[src/rtl/audio_frame_sched_if.sv]
// Frame push, sample output and status signals between a producer/PWM side and
// the audio frame scheduler; master drives the scheduler inputs.
interface audio_frame_sched_if #(
  parameter int FIFO_DEPTH = 16
);
  logic                          enable_in;
  logic                          frame_valid_in;
  logic                          frame_ready_out;
  logic [7:0]                    frame_l_in;
  logic [7:0]                    frame_r_in;
  logic                          tick_out;
  logic [7:0]                    sample_l_out;
  logic [7:0]                    sample_r_out;
  logic [$clog2(FIFO_DEPTH):0]   fifo_level_out;
  logic                          underrun_out;
  logic [15:0]                   underrun_count_out;
  logic                          clear_underrun_in;

  modport slave (
    input  enable_in, frame_valid_in, frame_l_in, frame_r_in, clear_underrun_in,
    output frame_ready_out, tick_out, sample_l_out, sample_r_out,
           fifo_level_out, underrun_out, underrun_count_out
  );

  modport master (
    output enable_in, frame_valid_in, frame_l_in, frame_r_in, clear_underrun_in,
    input  frame_ready_out, tick_out, sample_l_out, sample_r_out,
           fifo_level_out, underrun_out, underrun_count_out
  );
endinterface

[src/rtl/audio_frame_sched.sv]
// Buffers stereo frames and releases one per sample tick to the PWM stage,
// priming before playback and substituting silence (signed 0) on underrun.
module audio_frame_sched #(
  parameter int CLK_DIV     = 2083,
  parameter int FIFO_DEPTH  = 16,
  parameter int PRIME_LEVEL = 8
) (
  input  logic                 clk_in,
  input  logic                 rst_n_in,
  audio_frame_sched_if.slave   bus
);
  localparam int              AW        = $clog2(FIFO_DEPTH);
  localparam int              LW        = AW + 1;
  localparam logic [LW-1:0]   DEPTH_L   = LW'(FIFO_DEPTH);
  localparam logic [LW-1:0]   PRIME_L   = LW'(PRIME_LEVEL);
  localparam logic [15:0]     TICK_LAST = 16'(CLK_DIV - 1);

  typedef enum logic [1:0] {IDLE, PRIME, PLAY} state_t;

  state_t          state_q, state_d;
  logic [15:0]     cnt_q, cnt_d;
  logic [AW-1:0]   rd_ptr_q, rd_ptr_d, wr_ptr_q, wr_ptr_d;
  logic [LW-1:0]   lvl_q, lvl_d;
  logic [7:0]      smp_l_q, smp_l_d, smp_r_q, smp_r_d;
  logic            und_q, und_d;
  logic [15:0]     und_cnt_q, und_cnt_d;
  logic [15:0]     mem [FIFO_DEPTH];
  logic            tick, push, pop;

  assign tick = (state_q != IDLE) && (cnt_q == TICK_LAST);
  // Gated by reset so every output reads 0 while reset is held.
  assign bus.frame_ready_out = rst_n_in && bus.enable_in && (lvl_q < DEPTH_L);
  assign push = bus.frame_valid_in && bus.frame_ready_out;

  always_comb begin
    state_d   = state_q;
    cnt_d     = cnt_q;
    rd_ptr_d  = rd_ptr_q;
    wr_ptr_d  = wr_ptr_q;
    lvl_d     = lvl_q;
    smp_l_d   = smp_l_q;
    smp_r_d   = smp_r_q;
    und_d     = 1'b0;
    und_cnt_d = und_cnt_q;
    pop       = 1'b0;

    if (!bus.enable_in) begin
      state_d  = IDLE;
      cnt_d    = 16'd0;
      rd_ptr_d = '0;
      wr_ptr_d = '0;
      lvl_d    = '0;
      smp_l_d  = 8'd0;
      smp_r_d  = 8'd0;
    end else begin
      if (state_q == IDLE || tick) cnt_d = 16'd0;
      else                         cnt_d = cnt_q + 16'd1;

      case (state_q)
        IDLE:  state_d = PRIME;
        PRIME: if (lvl_q >= PRIME_L) state_d = PLAY;
        PLAY: begin
          if (tick) begin
            if (lvl_q != '0) begin
              pop     = 1'b1;
              smp_l_d = mem[rd_ptr_q][15:8];
              smp_r_d = mem[rd_ptr_q][7:0];
            end else begin
              // A frame pushed this same cycle is stored, never bypassed.
              smp_l_d = 8'd0;
              smp_r_d = 8'd0;
              und_d   = 1'b1;
              state_d = PRIME;
              if (und_cnt_q != 16'hFFFF) und_cnt_d = und_cnt_q + 16'd1;
            end
          end
        end
        default: state_d = IDLE;
      endcase

      if (push) wr_ptr_d = wr_ptr_q + 1'b1;
      if (pop)  rd_ptr_d = rd_ptr_q + 1'b1;
      case ({push, pop})
        2'b10:   lvl_d = lvl_q + 1'b1;
        2'b01:   lvl_d = lvl_q - 1'b1;
        default: lvl_d = lvl_q;
      endcase
    end

    if (bus.clear_underrun_in) und_cnt_d = 16'd0;
  end

  always_ff @(posedge clk_in or negedge rst_n_in) begin
    if (!rst_n_in) begin
      state_q   <= IDLE;
      cnt_q     <= 16'd0;
      rd_ptr_q  <= '0;
      wr_ptr_q  <= '0;
      lvl_q     <= '0;
      smp_l_q   <= 8'd0;
      smp_r_q   <= 8'd0;
      und_q     <= 1'b0;
      und_cnt_q <= 16'd0;
    end else begin
      state_q   <= state_d;
      cnt_q     <= cnt_d;
      rd_ptr_q  <= rd_ptr_d;
      wr_ptr_q  <= wr_ptr_d;
      lvl_q     <= lvl_d;
      smp_l_q   <= smp_l_d;
      smp_r_q   <= smp_r_d;
      und_q     <= und_d;
      und_cnt_q <= und_cnt_d;
    end
  end

  always_ff @(posedge clk_in) begin
    if (push) mem[wr_ptr_q] <= {bus.frame_l_in, bus.frame_r_in};
  end

  assign bus.tick_out           = tick;
  assign bus.sample_l_out       = smp_l_q;
  assign bus.sample_r_out       = smp_r_q;
  assign bus.fifo_level_out     = lvl_q;
  assign bus.underrun_out       = und_q;
  assign bus.underrun_count_out = und_cnt_q;
endmodule

[src/flat_wrapper.sv]
// flat-port wrapper written by rule: the top's interface ports become plain ports
module audio_frame_sched_flat 
#(
  parameter int CLK_DIV     = 2083,
  parameter int FIFO_DEPTH  = 16,
  parameter int PRIME_LEVEL = 8
)
  (clk_in, rst_n_in, bus_enable_in, bus_frame_valid_in, bus_frame_l_in, bus_frame_r_in, bus_clear_underrun_in, bus_frame_ready_out, bus_tick_out, bus_sample_l_out, bus_sample_r_out, bus_fifo_level_out, bus_underrun_out, bus_underrun_count_out);
  audio_frame_sched_if #(.FIFO_DEPTH(FIFO_DEPTH)) bus_i ();
  input  logic clk_in;
  input  logic rst_n_in;
  input wire logic [$bits(bus_i.enable_in)-1:0] bus_enable_in;
  input wire logic [$bits(bus_i.frame_valid_in)-1:0] bus_frame_valid_in;
  input wire logic [$bits(bus_i.frame_l_in)-1:0] bus_frame_l_in;
  input wire logic [$bits(bus_i.frame_r_in)-1:0] bus_frame_r_in;
  input wire logic [$bits(bus_i.clear_underrun_in)-1:0] bus_clear_underrun_in;
  output wire logic [$bits(bus_i.frame_ready_out)-1:0] bus_frame_ready_out;
  output wire logic [$bits(bus_i.tick_out)-1:0] bus_tick_out;
  output wire logic [$bits(bus_i.sample_l_out)-1:0] bus_sample_l_out;
  output wire logic [$bits(bus_i.sample_r_out)-1:0] bus_sample_r_out;
  output wire logic [$bits(bus_i.fifo_level_out)-1:0] bus_fifo_level_out;
  output wire logic [$bits(bus_i.underrun_out)-1:0] bus_underrun_out;
  output wire logic [$bits(bus_i.underrun_count_out)-1:0] bus_underrun_count_out;
  assign bus_i.enable_in = bus_enable_in;
  assign bus_i.frame_valid_in = bus_frame_valid_in;
  assign bus_i.frame_l_in = bus_frame_l_in;
  assign bus_i.frame_r_in = bus_frame_r_in;
  assign bus_i.clear_underrun_in = bus_clear_underrun_in;
  assign bus_frame_ready_out = bus_i.frame_ready_out;
  assign bus_tick_out = bus_i.tick_out;
  assign bus_sample_l_out = bus_i.sample_l_out;
  assign bus_sample_r_out = bus_i.sample_r_out;
  assign bus_fifo_level_out = bus_i.fifo_level_out;
  assign bus_underrun_out = bus_i.underrun_out;
  assign bus_underrun_count_out = bus_i.underrun_count_out;
  audio_frame_sched #(.CLK_DIV(CLK_DIV), .FIFO_DEPTH(FIFO_DEPTH), .PRIME_LEVEL(PRIME_LEVEL)) u_core (.clk_in(clk_in), .rst_n_in(rst_n_in), .bus(bus_i));
endmodule
[config.mk]
export PLATFORM = sky130hd
export DESIGN_NAME = audio_frame_sched_flat
export DESIGN_NICKNAME = d
export VERILOG_FILES = /design/src/rtl/audio_frame_sched_if.sv /design/src/rtl/audio_frame_sched.sv /design/src/flat_wrapper.sv
export SDC_FILE = /design/constraint.sdc
export NUM_CORES = 1
export LEC_CHECK = 0
export CAP_MARGIN = 25
export CELL_PAD_IN_SITES_DETAIL_PLACEMENT = 1
export CELL_PAD_IN_SITES_GLOBAL_PLACEMENT = 2
export CORE_MARGIN = 2
export CORE_UTILIZATION = 49
export DETAILED_ROUTE_END_ITERATION = 10
export PLACE_DENSITY_LB_ADDON = 0.1
export SYNTH_ARGS = -nofsm -noshare
export SYNTH_HDL_FRONTEND = slang
export SYNTH_SLANG_ARGS = --single-unit
[constraint.sdc]
create_clock -name clk_in -period 4.7 [get_ports clk_in]
set_clock_uncertainty 0.15 [all_clocks]
set_input_delay 0.94 -clock clk_in [delete_from_list [all_inputs] [get_ports clk_in]]
set_output_delay 0.94 -clock clk_in [all_outputs]
set_load 0.05 [all_outputs]
==> summary.txt <==
Placed design
  – Placer congestion estimate: 0.7406
  – Dpl hpwl: roughly 19 mm
  – DP Area: 14240 µm²
  – PortBufs: 60
  – Post-placement cell count: 1177

CTS
  – Htree depth: 2
  – PostCTS Resize Cnt: 0
  – Number of hold buffers added after CTS: 0
  – Clk root buf: clkbuf_16
  – Setup Buffers After CTS: 0
  – Clock buffer depth: 3
  – Num CTS Buffers: 35
  – CTS tree: done
  – Clock latency on the worst-skew pair: 0.51 ns
  – Reg clk slew, reported paths: 0.06 ns
  – # clock sinks: 320

Power and ir drop
  – Leak: 5.154 nW
  – Psw: 1.166 mW
  – Internal cell power: roughly 4.8 mW
  – Combinational power share: 2.0%
  – Register share of total power: 51.7%
  – Maximum vdd drop: 323.5 µV
  – Switching Fraction: 19.60%
  – Power Density: 385.7 nW/µm²
  – Clock network fraction of design power: 46.2%

Job
  – Max-Cap Viols: 0

GRT
  – Initial antenna violation count: 0
  – Layer with the highest usage: met2
  – First-pass GRT wire length: 49.18 mm
  – Largest net degree at the start of global routing: 46
  – Met1 GRT Util: approximately 32%
  – Gr ovfl total: 0
  – Vias in the first global route: about 8200
  – GRT met2 Usage: 38.50%
  – Met3 GRT Util: 3.096%
  – GRT Overall Usage: between 20 and 25%

Critical path
  – Reg2reg start: u_core.cnt_q[0]
  – Critical path buffers and inverters: 2
  – R2r setup slk: 1.04 ns
  – Crit. Startpoint: u_core.cnt_q[0]
  – CP required: 3.61 ns
  – Worst Setup Path Type: reg2out
  – RR Endpoint: u_core.bus.fifo_level_out[4]
  – CP peak stage delay: 0.81 ns
  – Crit-path leading delay family: simple AND/OR/NAND/NOR gates
  – Critical path arrival: 2.89 ns
  – Worst Path Max Fanout: 5
  – CP max-delay cell: clkdlybuf4s50_1
  – R2R depth: 12
  – Instance count on the critical path: 7
  – CP Cell Sequence: inv_1, ha_1, nor4b_1, and3_1, nand2_1, nor2_1, clkdlybuf4s50_1
  – Setup crit end: bus_tick_out
  – Critical Path Source Type: flop
  – Critical path endpoint category: output pin

Floorplanning
  – Core box area: ~26000 µm²
  – Height of the die: 167.5 µm
  – Row count: slightly below 60
  – Starting density of the core: 50.11%
  – Die footprint: 28050 µm²
  – IO Pins: 61
  – DIE WIDTH: 167.5 µm

STA
  – Worst slew pin tran: 0.9948 ns
  – Slew Limit Fails: 0
  – Final hold slack: 0.3206 ns
  – RSZ-0062 raised after global routing: no
  – Achievable Freq: 0.2510 GHz
  – Hold Violations, Final: 0
  – Relative slew slack: around 34%
  – Period utilisation layout: 84.76%
  – Final setup fails: 0
  – Min cycle time layout: 3.983 ns
  – Setup_tns: 0 ns

Detailed routing
  – Vias: 7498
  – Drt pass-1 iters: 8
  – DRT iter0 DRCs: 609
  – Routed WL per cell: 25.38 µm
  – Post-Route WL: 31.50 mm
  – DR vias/cell: 6.042
  – Remaining antenna violation count: 0
  – DRC errors left: 6

Logic synthesis
  – Post-synthesis sequential area ratio: between 70% and 80%
  – Post-synth EDFFs: 256
  – Top FF cell, synth: edfxtp_1
  – Syn Area/Cell: 16.56 µm²
  – Post-Syn Nets: 824
  – Netlist cell types: 47
  – Post-Syn Area: 13100 µm²
  – Fraction of registers with async set/reset: 20.00%
  – Synth Register Bits: 320
  – Syn. warnings: 0
  – Cells after Synth: 791

Cells and area
  – Most frequent cells in the layout: edfxtp_1 (256), dfrtp_1 (62), clkdlybuf4s50_1 (59), nor2_1 (49), mux4_2 (48)
  – Final instance area: ~15000 µm²
  – Syn-to-layout area delta: 17.82%
  – Share of post-route cells with drive strength above 1: 17.44%
  – Antenna cells: 0
  – Fin cells: around 1200
  – Core Util, Final: around 60%
  – Layout Nets: 913
  – Most common cell after layout, fill and taps aside: edfxtp_1

Status
  – Status: finished, violations left
  – Violated checks: DRC

Worst hold path
  – Hold Crit Class: in2async
==> how the worst min path moves through the flow <==
stage / end / cells after the start / startpoint
floorplan: u_core.cnt_q[0] / 1 / u_core.cnt_q[0]
global placement: u_core.bus.sample_r_out[4] / 2 / u_core.bus.sample_r_out[4]
detailed placement: u_core.bus.sample_l_out[7] / 2 / u_core.bus.sample_l_out[7]
CTS: u_core.bus.sample_r_out[7] / 2 / rst_n_in
global route: u_core.bus.sample_r_out[7] / 2 / rst_n_in
finish: u_core.bus.underrun_count_out[5] / 2 / rst_n_in
==> registers in the layout, summed over array words and instances (netlist names) <==
name / flops
u_core.cnt_q: 16
u_core.bus.underrun_out: 1
u_core.bus.underrun_count_out: 16
u_core.rd_ptr_q: 4
u_core.bus.sample_l_out: 8
u_core.bus.fifo_level_out: 5
u_core.bus.sample_r_out: 8
u_core.wr_ptr_q: 4
u_core.mem: 256
u_core.state_q: 2
==> area by class of cell <==
cell class	instances	area (µm²)
Sequential cell	320	9294
Clock buffer	47	1013
Tap cell	335	419.2
Fill cell	2367	10700
Clock inverter	16	151.4
Timing Repair Buffer	91	860.8
Multi-Input combinational cell	412	3615
Inverter	20	75.07
==> power by group through the flow <==
stage | clock network [mW] | registers, mW | logic [mW]
final | 2.75 | 3.08 | 0.120
after global routing | 2.90 | 3.08 | 0.134
after CTS | 2.80 | 3.08 | 0.120
after detailed placement | 0 | 3.14 | 0.119
after global placement | 0 | 3.14 | 0.112
after floorplan | 0 | 3.14 | 0.0372
==> Yosys cell counts, types with 11 or more instances <==
master	instances	area, µm²
buf_2	11	55.05
o21ai_0	22	110.1
nor2_1	49	183.9
ha_1	11	137.6
xnor2_1	13	113.9
nand3_1	15	75.07
dfrtp_1	64	1602
mux2i_1	46	460.4
mux4_2	48	1081
a221oi_1	24	210.2
edfxtp_1	256	7687
inv_1	20	75.07
a21oi_1	24	120.1
nand2_1	40	150.1
clkbuf_1	26	97.59
==> per-stage QoR <==
step	total power, mW	worst slack (ns)
detailed placement	3.257	0.6844
global route	6.109	0.4669
global placement	3.248	0.8372
finish	5.951	0.7165
floorplan	3.176	0.8440
CTS	5.995	0.6998
==> per-layer routing <==
metal / wire length, µm / vias to the layer above / share of wire (%)
met3: 1339 / 53 / 4.3
met5: 0 / - / 0
met2: 15550 / 185 / 49
li1: - / 3282 / -
met4: 720 / 0 / 2.3
met1: 13890 / 3978 / 44
==> kinds of logic (layout without fill, tap and decap cells) <==
group	Yosys count	count (layout)	share of synthesized area, %
and+or+nand+nor	178	178	7.061
muxes	103	103	12.55
xor gates and xnor gates	23	23	1.538
DFF	320	320	70.93
AOI/OAI and AO/OA	96	96	4.911
adders and majority gates	12	12	1.204
buffers and inverters	59	174	1.806
Power figures use the tool's default switching activity.
